<file path="src/rtl/cache_arbiter.sv">
// Two-port arbiter that shares one physical-memory port between the I-cache and D-cache.
// Tie-break: fixed D priority by default; round-robin when CACHE_ARB_RR_EN is defined.
module cache_arbiter #(
    parameter int ADDR_WIDTH = 16,
    parameter int LINE_WIDTH = 128
) (
    input  logic                  clk,
    input  logic                  reset,
    input  logic                  i_pmem_read,
    input  logic [ADDR_WIDTH-1:0] i_pmem_address,
    output logic [LINE_WIDTH-1:0] i_pmem_rdata,
    output logic                  i_pmem_resp,
    input  logic                  d_pmem_read,
    input  logic                  d_pmem_write,
    input  logic [ADDR_WIDTH-1:0] d_pmem_address,
    input  logic [LINE_WIDTH-1:0] d_pmem_wdata,
    output logic [LINE_WIDTH-1:0] d_pmem_rdata,
    output logic                  d_pmem_resp,
    output logic                  pmem_read,
    output logic                  pmem_write,
    output logic [ADDR_WIDTH-1:0] pmem_address,
    output logic [LINE_WIDTH-1:0] pmem_wdata,
    input  logic [LINE_WIDTH-1:0] pmem_rdata,
    input  logic                  pmem_resp
);

    typedef enum logic [1:0] {IDLE, SERVE_I, SERVE_D} state_t;
    typedef enum logic {GRANT_I, GRANT_D} grant_t;

    state_t r_state, w_next;
    grant_t r_last_grant;
    logic   w_i_req, w_d_req, w_tie_d;

    assign w_i_req = i_pmem_read;
    assign w_d_req = d_pmem_read | d_pmem_write;

`ifdef CACHE_ARB_RR_EN
    assign w_tie_d = (r_last_grant == GRANT_I);
`else
    // last_grant is tracked in this build too, it just never steers a tie.
    logic w_unused_last;
    assign w_tie_d       = 1'b1;
    assign w_unused_last = r_last_grant;
`endif

    always_ff @(posedge clk) begin
        if (reset) begin
            r_state      <= IDLE;
            r_last_grant <= GRANT_I;
        end else begin
            r_state <= w_next;
            if (r_state == IDLE && w_next != IDLE)
                r_last_grant <= (w_next == SERVE_D) ? GRANT_D : GRANT_I;
        end
    end

    always_comb begin
        w_next = r_state;
        case (r_state)
            IDLE: begin
                if (w_i_req && w_d_req) w_next = w_tie_d ? SERVE_D : SERVE_I;
                else if (w_d_req)       w_next = SERVE_D;
                else if (w_i_req)       w_next = SERVE_I;
            end
            SERVE_I, SERVE_D: if (pmem_resp) w_next = IDLE;
            default: w_next = IDLE;
        endcase
    end

    // Requesters hold their command stable until resp, so it is forwarded, not latched.
    always_comb begin
        pmem_read    = 1'b0;
        pmem_write   = 1'b0;
        pmem_address = '0;
        pmem_wdata   = '0;
        i_pmem_resp  = 1'b0;
        d_pmem_resp  = 1'b0;
        case (r_state)
            SERVE_I: begin
                pmem_read    = i_pmem_read;
                pmem_address = i_pmem_address;
                i_pmem_resp  = pmem_resp & ~reset;
            end
            SERVE_D: begin
                pmem_read    = d_pmem_read;
                pmem_write   = d_pmem_write;
                pmem_address = d_pmem_address;
                pmem_wdata   = d_pmem_wdata;
                d_pmem_resp  = pmem_resp & ~reset;
            end
            default: ;
        endcase
    end

    assign i_pmem_rdata = pmem_rdata;
    assign d_pmem_rdata = pmem_rdata;

endmodule

</file>
<file path="config.mk">
export PLATFORM = sky130hd
export DESIGN_NAME = cache_arbiter
export DESIGN_NICKNAME = d
export VERILOG_FILES = /design/src/rtl/cache_arbiter.sv
export SDC_FILE = /design/constraint.sdc
export NUM_CORES = 1
export LEC_CHECK = 0
export ABC_AREA = 1
export CAP_MARGIN = 15
export CORE_AREA = 2 2 276 278
export DETAILED_ROUTE_END_ITERATION = 8
export DIE_AREA = 0 0 278 280
export SETUP_SLACK_MARGIN = 0.02
export SYNTH_ARGS = -nofsm -noshare
export SYNTH_HDL_FRONTEND = slang
export SYNTH_SLANG_ARGS = --single-unit
</file>
<file path="constraint.sdc">
create_clock -name clk -period 2.1 [get_ports clk]
set_clock_uncertainty 0.1 [all_clocks]
set_input_delay 0.42 -clock clk [delete_from_list [all_inputs] [get_ports clk]]
set_output_delay 0.42 -clock clk [all_outputs]
set_load 0.1 [all_outputs]
</file>
After elaboration in Yosys (flattened, before gate mapping):

Cells that the tools add are included.

* reductions and logical operators: 4
* multiplexer cells: 11
* eq/ne operators: 4
* bitwise operators: 3

Operators by type and width (count)
* $mux 128: 1
* $pmux 16 s2: 1
* $mux 2: 4
* $ne 4x3->1 const B: 1
* $pmux 2 s2: 1
* $mux 1: 3
* $eq 2x1->1 const B: 1
* $eq 2x2->1 const B: 1
* $logic_not 2->1: 1
* $ne 2x2->1 const B: 1
* $pmux 1 s2: 1
* $reduce_and 2->1: 1
* $reduce_or 2->1: 1
* $and 1x1->1: 1
* $logic_and 1x1->1: 1
* $not 1->1: 1
* $or 1x1->1: 1

* bits of input ports: 294
* word-level logic and storage cells: 23
* output and inout bits: 404
* register bits: 2

Longest topological paths before layout:

* depth after elaboration: 4
* mapped depth: 8
* gate-level depth less buffers: 8

Worst setup path before layout:

No wires, ideal clock.

* kind: flip-flop to output port
* start point: register r_state[0]
* end point: output port d_pmem_resp
* stages on the path, launching flop included: 5
* arrival time: 2.892 ns
* slack: -1.312 ns
* data required time: 1.580 ns
* path through: dfxtp_1 inv_1 ha_1 buf_2 nor3b_1

* cells in the longest elaborated chain, start to end: 2

Ends and longest elaborated chain
* start, declared: RTL line 30 `state_t r_state, w_next;`
* start signal, assigned: RTL line 51 `r_state <= w_next;`
* $eq 2x2->1: RTL line 78 `case (r_state)`
* $mux 1: RTL line 78
* end, declared: RTL line 18 `output logic d_pmem_resp,`

No other way between the ends.

Worst setup path in the final report:

* start point: register r_state[1]
* end point: output port pmem_address[6]

* cells in the longest elaborated chain, start to end: 2
* elaborated cells between the ends (all ways): 3
* classes of those cells: eq/ne (2); mux (1)

Ends and longest elaborated chain
* $eq 2x2->1 / $eq 2x1->1 (equally long branches): RTL line 78
* $pmux 16 s2 *: RTL line 78
* end, declared: RTL line 21 `output logic [ADDR_WIDTH-1:0] pmem_address,`

Mark *: on every way between the ends. The rest lies on a longest branch, timed or not.

==> results.ini <==
[detailed_routing]
drtIter0Drc=121
num_vias=3813
antenna_left=0
viasPerCell=2.31
first_pass_iters=4
drt-total-wl_um=31300
drc=0
wl_per_cell_um=19.0

[sta]
layout_setup_ws_ns=-0.0108
tns_ns=-0.0108
worstMarginPinSlew_ns=0.296
finalSetupViolations=1
fin_crit_sh_pct=101
period_minus_slack_ns=2.11
fmax_ghz=0.474
rsz0062_at_grt=yes
hold_violations=0
slew_headroom_pct=80.2
final_max_slew_viol_count=0

[run]
maxCapViolations=0

[clock_network]
cts_htree_levels=1
path_clk_slew_ns=0.03
clock_latency_ns=0.22
cts_tree=built
cts_made_buffers=3
cts_root_buf=clkbuf_16
ctsHoldBuffers=0
cts_sinks=2
cts_buffer_depth=2

[die]
die_w_um=278
dieArea_um2=77800
die_y_um=280
num_io_pins=698
initial_core_util_pct=4.52
coreArea_um2=75200
rows=101

[setup_path]
crit_chain=inv_1 > ha_2 > buf_4 > nand2_2 > a21oi_4 > buf_12
critPathLaunch=r_state[1]
crit_required_ns=1.58
cp_top_family=buffers and inverters
startpoint_type=flop
crit_path_end_kind=output pin
crit_slowest_cell=dfxtp_4
worst-path-buf-inv=3
ff2ff_path_depth=6
crit_arrival_ns=1.59
r2r_setup_slack_ns=0.79
critical_path.max_fanout=4
max_stage_delay_ns=0.35
r2r-end=r_state[1]
r2r-start=r_state[1]
worst-setup-path-type=flop to output pin

[logic_synthesis]
syn-cell-area_um2=3400
yosysWarnings=0
synth_common_cells=268 x buf_4, 168 x nand2_1, 133 x inv_1
ys.flop_type=dfxtp_1
synthesis.nets=906
synth_edf_count=0
syn_inst=608
seq_area_frac_synth_pct=1.18
yosysTopAreaCellShare_pct=59.1
async_flop_share_pct=0
avgSynthCellArea_um2=5.60
yosysTopAreaCell=buf_4
synth_cell_types=12
synth_area_leaders=buf_4 59%, nand2_1 19%, inv_1 15%, a21oi_1 2.8%, ha_1 1.5%
ys_ff_latch=2
synth.most_common_cell=buf_4

[layout]
largest_register_ffs=2
final_cell_area_um2=7840
top_register=r_state
nNetsFinal=967
syn_to_final_growth_pct=130
top_regs=r_state (2)
final_layout_size_suffix_gt1_share_pct=37.9
finalCoreUtilization_pct=10.4

[placement]
pre_cts_slack_ns=0.106
port_buffers=313
place_hpwl_um=28600
dpl_cell_area_um2=7590
routabilityCongestion=0.802

[pwr]
leakage_nw=3.44
p_sw_mw=2.25
power_frac_seq_pct=1.2
clkPwrFrac_pct=7.6
peakVddDrop_mv=0.446
p_total_mw=3.80
p_comb_share_pct=91.1
switching_share_pct=59.1
p_int_mw=1.55
power.density_nw_per_um2=485

[min_path]
hold-path-cell-count=2
holdCritStartpoint=r_state[0]
hp-class=flop to flop
whs_endpoint=r_state[0]

[global_route]
grt_overflow=0
track_usage_pct=7.69
grt_pass1_vias=3925
antenna_found_initial=39
grt_pass1_wl_um=38400
grt_max_degree=27

[status]
violations=setup timing
status=complete, but fails checks

## per-layer routing
layer | part of all wire, % | wire (µm) | global-route usage [%]
met1 | 30 | 9340 | 6.69
met2 | 40 | 12600 | 11.2
met3 | 25 | 7710 | 8.29
met4 | 4.5 | 1400 | 3.38
met5 | 0.96 | 301 | 0.625
## worst max path at each step
stage,slack (ns),to,cells past startpoint
floorplan,-0.05,pmem_address[0],5
global placement,0.09,i_pmem_resp,3
detailed placement,0.11,i_pmem_resp,3
CTS,0.008,pmem_address[6],6
global route,-0.05,pmem_address[5],6
finish,-0.01,pmem_address[6],6
## cells by family after synthesis
family,count (synthesis),share of synthesized area [%]
flops,2,1.18
fa+ha+maj,4,1.47
compound gates,19,2.80
simple gates,174,19.6
buf+inv,409,75.0
## power by group through the flow
stage               sequential (mW)  clock [mW]  combinational, mW
floorplan                    0.0443           0               4.18
global placement             0.0456           0               3.40
detailed placement           0.0460           0               3.40
CTS                          0.0474       0.289               3.48
global route                 0.0480       0.297               3.60
finish                       0.0474       0.290               3.46
## layout make-up
cell class | count | area (µm²)
inverter | 134 | 510
timing repair buffer | 331 | 4910
sequential | 2 | 45.0
multi-input combinational | 197 | 1060
fill | 8661 | 67400
antenna | 6 | 15.0
tap | 978 | 1220
clock buffer | 3 | 75.1
## worst reg2reg max path, delay by kind of cell, from the launching register on
family	cells	cell delay (ns)
simple gates	3	0.27
flops	1	0.36
fa+ha+maj	1	0.29
compound gates	1	0.11
buf+inv	1	0.09
## through the flow
| stage | hold slack, ns | std cells |
|---|---|---|
| 2_1_floorplan | 0.350 | 608 |
| 3_3_place_gp | 0.376 | 1636 |
| 3_5_place_dp | 0.393 | 1636 |
| 4_1_cts | 0.401 | 1644 |
| 5_1_grt | 0.430 | 1645 |
| 6_report | 0.408 | 1651 |
## placed cells by master (no fill, tap or decap), drive strengths merged, types with 2 or more instances in the layout
cell type	n
nor2	2
a21oi	19
clkdlybuf4s50	165
buf	164
nor3b	2
clkbuf	4
ha	4
inv	133
diode	6
nand2	168
dfxtp	2
## what timing repair did
| action | 4_1_cts | 5_1_grt |
|---|---|---|
| endpoints found under the hold margin | 0 | 0 |
| gates resized for setup | 23 | 46 |
| pin swaps | 1 | 0 |
| cloned | 1 | 1 |
| setup buffers | 4 | 0 |
| endpoints found under the setup margin | 97 | 92 |
Power figures use the tool's default switching activity.
